===== src/rtl/sd_emmc_card_pkg.sv =====
// rtl/sd_emmc_card_pkg.sv - shared encodings for the eMMC card command responder
package sd_emmc_card_pkg;

  // Card states as reported on card_state_o
  localparam logic [3:0] CARD_IDLE  = 4'd0;
  localparam logic [3:0] CARD_READY = 4'd1;
  localparam logic [3:0] CARD_IDENT = 4'd2;
  localparam logic [3:0] CARD_STBY  = 4'd3;
  localparam logic [3:0] CARD_TRAN  = 4'd4;

  // Command indices the card understands
  localparam logic [5:0] CMD0 = 6'd0;
  localparam logic [5:0] CMD1 = 6'd1;
  localparam logic [5:0] CMD2 = 6'd2;
  localparam logic [5:0] CMD3 = 6'd3;
  localparam logic [5:0] CMD7 = 6'd7;
  localparam logic [5:0] CMD8 = 6'd8;

  // Card status bit positions
  localparam int ST_COM_CRC_ERROR   = 23;
  localparam int ST_ILLEGAL_COMMAND = 22;
  localparam int ST_STATE_LSB       = 9;
  localparam int ST_READY_FOR_DATA  = 8;

  // Frame lengths on the CMD line
  localparam logic [7:0] SHORT_FRAME_LEN = 8'd48;
  localparam logic [7:0] LONG_FRAME_LEN  = 8'd136;

  typedef enum logic [1:0] {
    RESP_NONE,
    RESP_R1,
    RESP_R2,
    RESP_R3
  } resp_kind_t;

  // R1 card status word: error flags, current state and READY_FOR_DATA
  function automatic logic [31:0] r1_status(input logic crc_err, input logic illegal,
                                            input logic [3:0] state);
    logic [31:0] s;
    s = 32'h0;
    s[ST_COM_CRC_ERROR]              = crc_err;
    s[ST_ILLEGAL_COMMAND]            = illegal;
    s[ST_STATE_LSB +: 4]             = state;
    s[ST_READY_FOR_DATA]             = 1'b1;
    return s;
  endfunction

endpackage


===== src/rtl/sd_emmc_card_cmd_responder_crc7.sv =====
// rtl/sd_emmc_card_cmd_responder_crc7.sv - serial CRC7 (x^7 + x^3 + 1)
module sd_emmc_crc7 (
  input  logic       sd_clk,
  input  logic       rst,
  input  logic       clr,
  input  logic       en,
  input  logic       din,
  output logic [6:0] crc
);

  // Shift one bit per enabled cycle; clear has priority. Feeding crc[6]
  // back in leaves a zero feedback term, which turns the register into a
  // plain left shifter used to serialise the remainder.
  always_ff @(posedge sd_clk or posedge rst) begin
    if (rst) begin
      crc <= 7'h00;
    end else if (clr) begin
      crc <= 7'h00;
    end else if (en) begin
      crc <= {crc[5:0], 1'b0} ^ ({7{din ^ crc[6]}} & 7'h09);
    end
  end

endmodule


===== src/rtl/sd_emmc_card_cmd_responder.sv =====
// rtl/sd_emmc_card_cmd_responder.sv - device-side eMMC command receiver and responder
module sd_emmc_card_cmd_responder
  import sd_emmc_card_pkg::*;
#(
  parameter logic [31:0] OCR_VALUE   = 32'h40FF8080,
  parameter int          NCR         = 2,
  parameter logic [15:0] DEFAULT_RCA = 16'h0001
) (
  input  logic         sd_clk,
  input  logic         rst,
  input  logic         cmd_i,
  output logic         cmd_o,
  output logic         cmd_oe,
  input  logic [119:0] cid_i,
  output logic [3:0]   card_state_o,
  output logic [15:0]  rca_o,
  output logic         cmd_valid_o,
  output logic [5:0]   cmd_index_o,
  output logic [31:0]  cmd_arg_o,
  output logic         crc_err_o
);

  localparam logic [2:0] RX_WAIT  = 3'd0;
  localparam logic [2:0] RX_SHIFT = 3'd1;
  localparam logic [2:0] RX_CHECK = 3'd2;
  localparam logic [2:0] TX_GAP   = 3'd3;
  localparam logic [2:0] TX_SHIFT = 3'd4;

  localparam logic [3:0] NCR_CYC = 4'(NCR);

  logic [2:0]   fsm;
  logic [5:0]   rx_cnt;
  logic [47:0]  rx_sreg;
  logic [6:0]   rx_crc;
  logic         st_crc_err;
  logic         st_illegal;

  logic [135:0] tx_sreg;
  logic [7:0]   tx_cnt;
  logic [7:0]   tx_len;
  logic [7:0]   tx_feed_lo;
  logic [7:0]   tx_crc_pos;
  logic         tx_use_crc;
  logic         tx_is_r1;
  logic [3:0]   gap_cnt;
  logic [6:0]   tx_crc;

  logic         chk;
  logic         rx_ok;
  logic [5:0]   rx_idx;
  logic [31:0]  rx_arg;
  logic         rx_crc_en;

  logic [3:0]   dec_state;
  resp_kind_t   dec_resp;
  logic         dec_illegal;
  logic         dec_rca_load;
  logic         dec_rca_reset;

  logic [7:0]   tx_idx;
  logic         tx_in_crc;
  logic         tx_in_feed;
  logic         tx_bit;
  logic         gap_done;
  logic         tx_step;
  logic         tx_crc_en;
  logic         tx_crc_clr;

  assign chk       = (fsm == RX_CHECK);
  assign rx_idx    = rx_sreg[45:40];
  assign rx_arg    = rx_sreg[39:8];
  assign rx_ok     = ~rx_sreg[47] & rx_sreg[46] & rx_sreg[0] & (rx_sreg[7:1] == rx_crc);
  // Start bit is always zero and leaves a cleared CRC at zero, so only
  // bits 46..8 (counts 1..39) need to be fed.
  assign rx_crc_en = (fsm == RX_SHIFT) && (rx_cnt <= 6'd39);

  sd_emmc_crc7 u_rx_crc (
    .sd_clk (sd_clk),
    .rst    (rst),
    .clr    (fsm == RX_WAIT),
    .en     (rx_crc_en),
    .din    (cmd_i),
    .crc    (rx_crc)
  );

  // Command table: next card state, response kind and side effects
  always_comb begin
    dec_state     = card_state_o;
    dec_resp      = RESP_NONE;
    dec_illegal   = 1'b0;
    dec_rca_load  = 1'b0;
    dec_rca_reset = 1'b0;
    case (rx_idx)
      CMD0: begin
        dec_state     = CARD_IDLE;
        dec_rca_reset = 1'b1;
      end
      CMD1: begin
        if (card_state_o == CARD_IDLE) begin
          dec_state = CARD_READY;
          dec_resp  = RESP_R3;
        end else dec_illegal = 1'b1;
      end
      CMD2: begin
        if (card_state_o == CARD_READY) begin
          dec_state = CARD_IDENT;
          dec_resp  = RESP_R2;
        end else dec_illegal = 1'b1;
      end
      CMD3: begin
        if (card_state_o == CARD_IDENT) begin
          dec_state    = CARD_STBY;
          dec_resp     = RESP_R1;
          dec_rca_load = 1'b1;
        end else dec_illegal = 1'b1;
      end
      CMD7: begin
        if (card_state_o == CARD_STBY && rx_arg[31:16] == rca_o) begin
          dec_state = CARD_TRAN;
          dec_resp  = RESP_R1;
        end else if (card_state_o == CARD_TRAN && rx_arg[31:16] != rca_o) begin
          dec_state = CARD_STBY;
        end else dec_illegal = 1'b1;
      end
      CMD8: begin
        if (card_state_o == CARD_TRAN) dec_resp = RESP_R1;
        else dec_illegal = 1'b1;
      end
      default: dec_illegal = 1'b1;
    endcase
  end

  // Transmit bit selection: CRC field comes from the TX CRC register,
  // everything else from the preloaded frame shifter.
  assign tx_idx     = (fsm == TX_SHIFT) ? tx_cnt : 8'd0;
  assign tx_in_crc  = tx_use_crc && (tx_idx >= tx_crc_pos) && (tx_idx < tx_crc_pos + 8'd7);
  assign tx_in_feed = tx_use_crc && (tx_idx >= tx_feed_lo) && (tx_idx < tx_crc_pos);
  assign tx_bit     = tx_in_crc ? tx_crc[6] : tx_sreg[135];
  assign gap_done   = (fsm == TX_GAP) && (gap_cnt == NCR_CYC);
  assign tx_step    = gap_done || ((fsm == TX_SHIFT) && (tx_cnt != tx_len));
  assign tx_crc_en  = tx_step && (tx_in_feed || tx_in_crc);
  assign tx_crc_clr = (fsm != TX_SHIFT) && !tx_crc_en;

  sd_emmc_crc7 u_tx_crc (
    .sd_clk (sd_clk),
    .rst    (rst),
    .clr    (tx_crc_clr),
    .en     (tx_crc_en),
    .din    (tx_bit),
    .crc    (tx_crc)
  );

  // Line-level FSM: receive a token, check it, optionally answer
  always_ff @(posedge sd_clk or posedge rst) begin
    if (rst) begin
      fsm     <= RX_WAIT;
      rx_cnt  <= 6'd0;
      rx_sreg <= 48'h0;
    end else begin
      case (fsm)
        RX_WAIT: begin
          if (!cmd_i) begin
            fsm     <= RX_SHIFT;
            rx_cnt  <= 6'd1;
            rx_sreg <= 48'h0;
          end
        end
        RX_SHIFT: begin
          rx_sreg <= {rx_sreg[46:0], cmd_i};
          rx_cnt  <= rx_cnt + 6'd1;
          if (rx_cnt == 6'd47) fsm <= RX_CHECK;
        end
        RX_CHECK: fsm <= (rx_ok && dec_resp != RESP_NONE) ? TX_GAP : RX_WAIT;
        TX_GAP:   if (gap_done) fsm <= TX_SHIFT;
        TX_SHIFT: if (tx_cnt == tx_len) fsm <= RX_WAIT;
        default:  fsm <= RX_WAIT;
      endcase
    end
  end

  // Card-level state: card state, RCA, status error flags, decoded command
  always_ff @(posedge sd_clk or posedge rst) begin
    if (rst) begin
      card_state_o <= CARD_IDLE;
      rca_o        <= DEFAULT_RCA;
      st_crc_err   <= 1'b0;
      st_illegal   <= 1'b0;
      cmd_valid_o  <= 1'b0;
      crc_err_o    <= 1'b0;
      cmd_index_o  <= 6'd0;
      cmd_arg_o    <= 32'h0;
    end else begin
      cmd_valid_o <= 1'b0;
      crc_err_o   <= 1'b0;
      if (chk) begin
        if (!rx_ok) begin
          crc_err_o  <= 1'b1;
          st_crc_err <= 1'b1;
        end else begin
          cmd_valid_o  <= 1'b1;
          cmd_index_o  <= rx_idx;
          cmd_arg_o    <= rx_arg;
          card_state_o <= dec_state;
          if (dec_rca_reset) rca_o <= DEFAULT_RCA;
          if (dec_rca_load) rca_o <= rx_arg[31:16];
          if (dec_illegal) st_illegal <= 1'b1;
        end
      end
      // The R1 now starting carries the flags, so they are reported once
      if (gap_done && tx_is_r1) begin
        st_crc_err <= 1'b0;
        st_illegal <= 1'b0;
      end
    end
  end

  // Response serialiser: frame preload, NCR gap, one bit per cycle
  always_ff @(posedge sd_clk or posedge rst) begin
    if (rst) begin
      cmd_o      <= 1'b1;
      cmd_oe     <= 1'b0;
      tx_sreg    <= 136'h0;
      tx_cnt     <= 8'd0;
      tx_len     <= SHORT_FRAME_LEN;
      tx_feed_lo <= 8'd0;
      tx_crc_pos <= 8'd40;
      tx_use_crc <= 1'b0;
      tx_is_r1   <= 1'b0;
      gap_cnt    <= 4'd0;
    end else begin
      case (fsm)
        RX_CHECK: begin
          gap_cnt <= 4'd1;
          case (dec_resp)
            RESP_R1: begin
              tx_sreg    <= {2'b00, rx_idx, r1_status(st_crc_err, st_illegal, card_state_o),
                             8'h01, 88'h0};
              tx_len     <= SHORT_FRAME_LEN;
              tx_feed_lo <= 8'd0;
              tx_crc_pos <= 8'd40;
              tx_use_crc <= 1'b1;
              tx_is_r1   <= 1'b1;
            end
            RESP_R2: begin
              tx_sreg    <= {8'h3F, cid_i, 8'h01};
              tx_len     <= LONG_FRAME_LEN;
              tx_feed_lo <= 8'd8;
              tx_crc_pos <= 8'd128;
              tx_use_crc <= 1'b1;
              tx_is_r1   <= 1'b0;
            end
            default: begin
              tx_sreg    <= {8'h3F, OCR_VALUE, 8'hFF, 88'h0};
              tx_len     <= SHORT_FRAME_LEN;
              tx_feed_lo <= 8'd0;
              tx_crc_pos <= 8'd40;
              tx_use_crc <= 1'b0;
              tx_is_r1   <= 1'b0;
            end
          endcase
        end
        TX_GAP: begin
          gap_cnt <= gap_cnt + 4'd1;
          if (gap_done) begin
            cmd_oe  <= 1'b1;
            cmd_o   <= tx_bit;
            tx_sreg <= {tx_sreg[134:0], 1'b0};
            tx_cnt  <= 8'd1;
          end
        end
        TX_SHIFT: begin
          if (tx_cnt == tx_len) begin
            cmd_oe <= 1'b0;
            cmd_o  <= 1'b1;
          end else begin
            cmd_o   <= tx_bit;
            tx_sreg <= {tx_sreg[134:0], 1'b0};
            tx_cnt  <= tx_cnt + 8'd1;
          end
        end
        default: begin
          cmd_oe <= 1'b0;
          cmd_o  <= 1'b1;
        end
      endcase
    end
  end

endmodule


===== config.mk =====
export PLATFORM = sky130hd
export DESIGN_NAME = sd_emmc_card_cmd_responder
export DESIGN_NICKNAME = d
export VERILOG_FILES = /design/src/rtl/sd_emmc_card_pkg.sv /design/src/rtl/sd_emmc_card_cmd_responder_crc7.sv /design/src/rtl/sd_emmc_card_cmd_responder.sv
export SDC_FILE = /design/constraint.sdc
export NUM_CORES = 1
export LEC_CHECK = 0
export ABC_AREA = 1
export CORE_MARGIN = 8
export CORE_UTILIZATION = 55
export DETAILED_ROUTE_END_ITERATION = 7
export PLACE_DENSITY = 0.8
export SYNTH_ARGS = -nofsm -noshare
export SYNTH_HDL_FRONTEND = slang
export SYNTH_SLANG_ARGS = --single-unit

===== constraint.sdc =====
create_clock -name sd_clk -period 11.8 [get_ports sd_clk]
set_input_delay 1.18 -clock sd_clk [delete_from_list [all_inputs] [get_ports sd_clk]]
set_output_delay 1.18 -clock sd_clk [all_outputs]
set_load 0.01 [all_outputs]

==> impl_metrics.env, run 1 <==
export IMPL_worstPathMaxFanout=49
export IMPL_cpMostUsedCell="nand2_1"
export IMPL_finalWorstPathRequiredPeriod_ns=3.72
export IMPL_routed_wl_met2_um=16000
export IMPL_async_flop_share=1.00
export IMPL_cts_sinks=286
export IMPL_dr_wl_met3_um=2330
export IMPL_syn2layout_area_growth_pct=22.9
export IMPL_grt_pass1_wl_um=55400
export IMPL_cp_buffers_inverters=3
export IMPL_top_layer="met4"
export IMPL_hold_path_class="register to register"
export IMPL_antenna_found_initial=2
export IMPL_seqPwrFrac=0.475
export IMPL_dr_pass1_iters=5
export IMPL_finalClockSkew_ns=0.0150
export IMPL_fillers=1853
export IMPL_finalSetupTns_ns=0
export IMPL_placementRows=56
export IMPL_ctsResizeCount=0
export IMPL_fin_crit_sh=0.315
export IMPL_antenna_left=0
export IMPL_htree_levels=1
export IMPL_io_pins=185
export IMPL_seq_area_um2=7160
export IMPL_dieArea_um2=29200
export IMPL_grt_pass1_vias=11000
export IMPL_max_stage_delay_ns=0.54
export IMPL_synth_fa_ha_area_frac=0.0123
export IMPL_die_x_um=171
export IMPL_start_kind="register"
export IMPL_ys_seq_area_frac=0.543
export IMPL_wire_per_inst_um=16.5
export IMPL_ys_types=39
export IMPL_drtIter0Drc=1323
export IMPL_clock_path_buffers=3
export IMPL_max_cap_violations=0
export IMPL_syn_area_um2=13200
export IMPL_maxClockFrequency_ghz=0.269
export IMPL_ir_drop_mv=0.111
export IMPL_outcome="finished clean"
export IMPL_rsz0062_at_grt="no"
export IMPL_io_buffers=183
export IMPL_synth_seq_cells=286
export IMPL_synth_ff_type="dfrtp_1"
export IMPL_p_sw_uw=415
export IMPL_num_vias=11400
export IMPL_place_inst=1968
export IMPL_synth_cells=1550
export IMPL_place_area_um2=15100
export IMPL_final_layout_size_suffix_gt1_frac=0.0505
export IMPL_clkPwrFrac=0.494
export IMPL_instances_no_fill=2024
export IMPL_drv_slew=0
export IMPL_crit_path_top_delay_cell="nand3_1"
export IMPL_crit_type="register to register"
export IMPL_cp_arrival_ns=4.17
export IMPL_yosys_area_top_type="dfrtp_1"
export IMPL_die_h_um=171
export IMPL_syn_nets=1686
export IMPL_synth_edf_count=0
export IMPL_slew_headroom=0.248
export IMPL_via_per_inst=5.63
export IMPL_grt_max_degree=135
export IMPL_drc_errors=0
export IMPL_synth_top_family_by_area="simple AND/OR/NAND/NOR gates"
export IMPL_cp_required_ns=12.26
export IMPL_cts_setup_buffers=0
export IMPL_p_per_area_nw_per_um2=127
export IMPL_wl_met1_um=14200
export IMPL_p_leak_nw=7.54
export IMPL_syn_avg_cell_area_um2=8.51
export IMPL_intPower_mw=1.65
export IMPL_cts_clk_slew_worst_paths_ns=0.06
export IMPL_routabilityCongestion=0.876
export IMPL_grt_overflow=0
export IMPL_crit_chain="nor2_1 -> nand2_1 -> nor2_1 -> nand2_1 -> nor2_1 -> inv_1 -> nand2_1 -> nor2_1 -> nand2_1 -> inv_1 -> ha_4 -> inv_1 -> nand3_1 -> o211ai_1 -> nand2_1 -> o21ai_0"
export IMPL_stdcell_area_um2=16200
export IMPL_synth_xor_xnor_area_share=0.0159
export IMPL_final_net_count=1817
export IMPL_clockRootBuffer="clkbuf_16"
export IMPL_hold_ws_ns=0.468
export IMPL_finalWirelength_um=33300
export IMPL_yosysWarnings=0
export IMPL_combPwrFrac=0.031
export IMPL_endpoint_kind="register"
export IMPL_cts_hold_buffers=0
export IMPL_core_area_um2=23500
export IMPL_tightestPinTransition_ns=1.13
export IMPL_synth_area_leaders="dfrtp_1 (54%), nand3_1 (13%), nand2_1 (9.3%)"
export IMPL_synth_compound_area_frac=0.103
export IMPL_cts_buffers=30
export IMPL_switching_share=0.201
export IMPL_insertion_delay_ns=0.54
export IMPL_final_util=0.689
export IMPL_start_util=0.560
export IMPL_synth_area_mux_share=0
export IMPL_dpl_hpwl_um=21100
export IMPL_cts_tree="built"
export IMPL_finalSetupViolCount=0
export IMPL_synth_top_cell_area_share=0.537
export IMPL_cp_top_family="simple AND/OR/NAND/NOR gates"
export IMPL_synth_simple_area_share=0.253
export IMPL_hold_violations=0
export IMPL_multi_input_area_um2=5100
export IMPL_grt_usage=0.228
-- cell type report --
| type | count | share of cell area |
|---|---|---|
| well taps | 319 | 0.0246 |
| inverters | 145 | 0.0343 |
| clock inverters | 15 | 0.0141 |
| diodes | 2 | 0.000309 |
| flip-flops and latches | 286 | 0.442 |
| repair buffers | 194 | 0.118 |
| clock buffers | 39 | 0.0522 |
| multi-input cells | 1024 | 0.315 |
-- flip-flops by register name, indices dropped and copies added, names as in the netlist --
| name | cells |
|---|---|
| card_state_o | 3 |
| rx_cnt | 6 |
| u_rx_crc.crc | 7 |
| cmd_valid_o | 1 |
| cmd_index_o | 6 |
| crc_err_o | 1 |
| fsm | 3 |
| tx_use_crc | 1 |
| cmd_oe | 1 |
| cmd_arg_o | 32 |
| u_tx_crc.crc | 7 |
| tx_is_r1 | 1 |
| tx_cnt | 8 |
| st_illegal | 1 |
| cmd_o | 1 |
| tx_sreg | 136 |
| tx_len | 2 |
| rca_o | 16 |
| rx_sreg | 48 |
| gap_cnt | 4 |
| st_crc_err | 1 |
-- cell usage in the layout (no fill, tap or decap), types with 2 or more instances in the layout --
master | netlist | final
o211ai_1 | 24 | 24
nor3_1 | 14 | 14
nand4_1 | 8 | 8
clkdlybuf4s50_1 | 0 | 183
a221oi_1 | 2 | 2
a31oi_1 | 2 | 2
clkbuf_16 | 0 | 31
clkbuf_1 | 63 | 4
inv_1 | 137 | 135
o21ai_1 | 5 | 5
buf_4 | 7 | 11
inv_2 | 7 | 6
nand3_2 | 2 | 2
clkinv_2 | 0 | 9
nor2_1 | 41 | 41
ha_1 | 13 | 12
a21oi_1 | 14 | 14
clkbuf_8 | 0 | 4
o21ai_0 | 124 | 124
nand3_1 | 345 | 344
dfrtp_1 | 283 | 283
o31ai_1 | 5 | 5
diode_2 | 0 | 2
xor2_1 | 23 | 23
nor2_4 | 2 | 4
bufinv_16 | 0 | 6
o22ai_1 | 59 | 59
dfstp_2 | 3 | 3
nand2_1 | 326 | 326
nand2_2 | 2 | 2
-- power by group through the flow --
stage	logic, mW	registers [mW]	clock network, mW
final	0.0642	0.981	1.02
after global routing	0.0701	0.980	1.08
after CTS	0.0655	0.981	1.03
after detailed placement	0.0648	0.999	0
after global placement	0.0656	0.999	0
after floorplan	0.0151	0.999	0
-- Yosys cell counts (13+ instances only) --
cell type  count
clkbuf_1      63
o22ai_1       59
inv_1        137
ha_1          13
o211ai_1      24
nand3_1      345
o21ai_0      124
buf_2         16
nand2_1      326
a21oi_1       14
nor2_1        41
dfrtp_1      283
nor3_1        14
xor2_1        23
-- logic make-up (layout without fill, tap and decap cells) --
group           after synthesis  after routing
compound gates              238            238
other cells                   1              3
flops                       286            286
xor+xnor                     24             24
buf+inv                     240            393
simple gates                748            748
fa+ha+maj                    13             13
-- layer usage --
metal | vias up | GRT usage
met5 | - | 0
met4 | 0 | 0.0654
met3 | 51 | 0.0431
met2 | 384 | 0.369
met1 | 5500 | 0.309
li1 | 5470 | -
-- worst reg2reg max path: cells and delay by family (launching register included) --
family | cells | cell delay (ns)
simple gates | 10 | 1.85
buf+inv | 3 | 0.67
compound gates | 2 | 0.40
flops | 1 | 0.39
fa+ha+maj | 1 | 0.32
-- per-stage QoR --
step / worst slack (ns) / total power, mW
floorplan: 2.73 / 1.01
global placement: 8.37 / 1.06
detailed placement: 8.23 / 1.06
CTS: 8.16 / 2.08
global route: 7.59 / 2.13
finish: 8.08 / 2.06
-- worst paths after layout --
check | from | end | slack [ns] | cells past startpoint
worst max register to register | rx_sreg[44]$_DFFE_PP0P_ | tx_sreg[91]$_DFFE_PP0P_ | 8.08 | 16
min in group asynchronous | rst | tx_sreg[92]$_DFFE_PP0P_ | 1.26 | 2
max in group asynchronous | rst | tx_sreg[96]$_DFFE_PP0P_ | 9.01 | 3
worst min-delay path | cmd_arg_o[24]$_DFFE_PP0P_ | cmd_arg_o[24]$_DFFE_PP0P_ | 0.47 | 2
worst min register to register | cmd_arg_o[24]$_DFFE_PP0P_ | cmd_arg_o[24]$_DFFE_PP0P_ | 0.47 | 2
worst max-delay path | rx_sreg[44]$_DFFE_PP0P_ | tx_sreg[91]$_DFFE_PP0P_ | 8.08 | 16
No activity file was read; power rests on OpenSTA's default activity.
==> inputs of run 2 (changes only) <==
- clock period: 11.8 -> 3.7 ns (I/O delays scaled with it)
==> run 2 against run 1 <==
Sequential power grew to 3.2 times the previous value. Register-to-register slack lost 7.7 ns. Global-route usage shrank 0.16 points. Sequential share of layout area fell by 0.078 points. Non-clock buffer count increased by 7. Sequential cell count unchanged. Die area unchanged. Design area rose by 0.18%. Critical endpoint is now tx_sreg[92]$_DFFE_PP0P_. Worst setup slack got worse by 7.7 ns. Clock skew down 0.0019 ns. First-iteration DRC count down 15%.
==> impl_metrics.env, run 2 (synthesis gave the netlist of run 1 again) <==
export IMPL_insertion_delay_ns=0.55
export IMPL_maxClockFrequency_ghz=0.304
export IMPL_hold_violations=0
export IMPL_finalClockSkew_ns=0.0131
export IMPL_drtIter0Drc=1125
export IMPL_drv_slew=0
export IMPL_endpoint_kind="register"
export IMPL_slew_headroom=0.266
export IMPL_top_regs="tx_sreg: 136 flops, rx_sreg: 48 flops, cmd_arg_o: 32 flops"
export IMPL_antenna_found_initial=3
export IMPL_outcome="finished clean"
export IMPL_p_per_area_nw_per_um2=394
export IMPL_grt_usage=0.226
export IMPL_place_area_um2=15200
export IMPL_final_net_count=1823
export IMPL_stdcell_area_um2=16200
export IMPL_cts_tree="built"
export IMPL_cts_sinks=286
export IMPL_cp_required_ns=4.15
export IMPL_ctsResizeCount=0
export IMPL_cts_clk_slew_worst_paths_ns=0.06
export IMPL_top_register="tx_sreg"
export IMPL_max_stage_delay_ns=0.51
export IMPL_die_h_um=171
export IMPL_crit_type="register to register"
export IMPL_die_x_um=171
export IMPL_placementRows=56
export IMPL_max_cap_violations=0
export IMPL_finalWorstPathRequiredPeriod_ns=3.29
export IMPL_total_power_mw=6.39
export IMPL_via_per_inst=5.60
export IMPL_syn2layout_area_growth_pct=23.1
export IMPL_start_util=0.560
export IMPL_finalSetupTns_ns=0
export IMPL_place_ws_ns=0.532
export IMPL_cpMostUsedCell="nand2_1"
export IMPL_htree_levels=1
export IMPL_cts_buffers=29
export IMPL_p_leak_nw=7.54
export IMPL_ir_drop_mv=0.430
export IMPL_fin_crit_sh=0.890
export IMPL_antenna_left=0
export IMPL_largest_reg_flops=136
export IMPL_hold_ws_ns=0.395
export IMPL_io_pins=185
export IMPL_final_util=0.690
export IMPL_dieArea_um2=29200
export IMPL_grt_overflow=0
export IMPL_wire_per_inst_um=16.6
export IMPL_worstPathMaxFanout=17
export IMPL_finalWirelength_um=33700
export IMPL_io_buffers=183
export IMPL_tightestPinTransition_ns=1.10
export IMPL_dr_pass1_iters=8
export IMPL_multi_input_area_um2=5100
export IMPL_finalSetupViolCount=0
export IMPL_drc_errors=0
export IMPL_clockRootBuffer="clkbuf_16"
export IMPL_place_inst=1975
export IMPL_worst_slack_ns=0.407
export IMPL_cts_setup_buffers=0
export IMPL_grt_max_degree=122
export IMPL_cts_hold_buffers=0
export IMPL_seq_area_um2=7160
export IMPL_instances_no_fill=2031
export IMPL_crit_chain="nor2_1 -> nand2_1 -> nor2_1 -> nand2_1 -> nor2_1 -> inv_1 -> nand2_1 -> nor2_1 -> nand2_1 -> inv_1 -> ha_4 -> inv_1 -> nand3_1 -> o211ai_1 -> nand2_1 -> o21ai_0"
export IMPL_hold_path_class="primary input to asynchronous set/reset pin"
export IMPL_clock_path_buffers=3
export IMPL_grt_pass1_wl_um=54700
export IMPL_cp_arrival_ns=3.75
export IMPL_core_area_um2=23500
export IMPL_start_kind="register"
export IMPL_crit_path_top_delay_cell="nand3_1"
export IMPL_final_cell_mix="nand3_1 (344), nand2_1 (326), dfrtp_1 (283)"
export IMPL_rsz0062_at_grt="no"
export IMPL_fillers=1803
export IMPL_final_common_cell="nand3_1"
export IMPL_routabilityCongestion=0.904
export IMPL_final_layout_size_suffix_gt1_frac=0.0521
export IMPL_grt_pass1_vias=10900
export IMPL_num_vias=11400
export IMPL_dpl_hpwl_um=21900
[run 2: changes by cell type in the layout (fill, tap and decap cells not counted), sizes merged]
cell      before  now
clkinvlp       0    1
buf           11   18
clkinv        11    7
diode          2    3
bufinv         6    4
clkbuf        39   43
[run 2: power breakdown]
part	internal (mW)	switching [mW]
logic	0.120	0.0897
registers	3.13	0.000234
clock network	1.86	1.20
total	5.11	1.29
[run 2: per-layer routing]
| metal | GRT usage | wire, µm | vias up |
|---|---|---|---|
| met5 | 0 | 0 | - |
| met4 | 0.0726 | 782 | 0 |
| met3 | 0.0339 | 1930 | 51 |
| met2 | 0.371 | 16400 | 346 |
| met1 | 0.307 | 14600 | 5504 |
| li1 | - | - | 5481 |
[run 2: path summary, 6_finish.rpt]
| path | startpoint | end | slack [ns] | cells after the start |
|---|---|---|---|---|
| min in group sd_clk | cid_i[49] | tx_sreg[57]$_DFFE_PP0P_ | 0.41 | 3 |
| hold / removal | rst | tx_sreg[116]$_DFFE_PP0P_ | 0.40 | 3 |
| setup / recovery | rx_sreg[44]$_DFFE_PP0P_ | tx_sreg[92]$_DFFE_PP0P_ | 0.41 | 16 |
| hold reg to reg | cmd_arg_o[31]$_DFFE_PP0P_ | cmd_arg_o[31]$_DFFE_PP0P_ | 0.47 | 2 |
| setup reg to reg | rx_sreg[44]$_DFFE_PP0P_ | tx_sreg[92]$_DFFE_PP0P_ | 0.41 | 16 |
| max in group asynchronous | rst | tx_sreg[23]$_DFFE_PP0P_ | 2.87 | 3 |
[run 2: area by class of cell]
type,count,area share
Sequential cell,286,0.441
Inverter,145,0.0340
Tap cell,319,0.0246
Clock inverter,10,0.00948
Multi-Input combinational cell,1024,0.314
Clock buffer,43,0.0522
Timing Repair Buffer,201,0.124
Antenna cell,3,0.000462
[run 2: critical path: cells and delay by family, from the launching register on]
family | cells | cell delay [ns]
buf+inv | 3 | 0.55
fa+ha+maj | 1 | 0.18
compound gates | 2 | 0.42
simple gates | 10 | 1.67
flops | 1 | 0.40
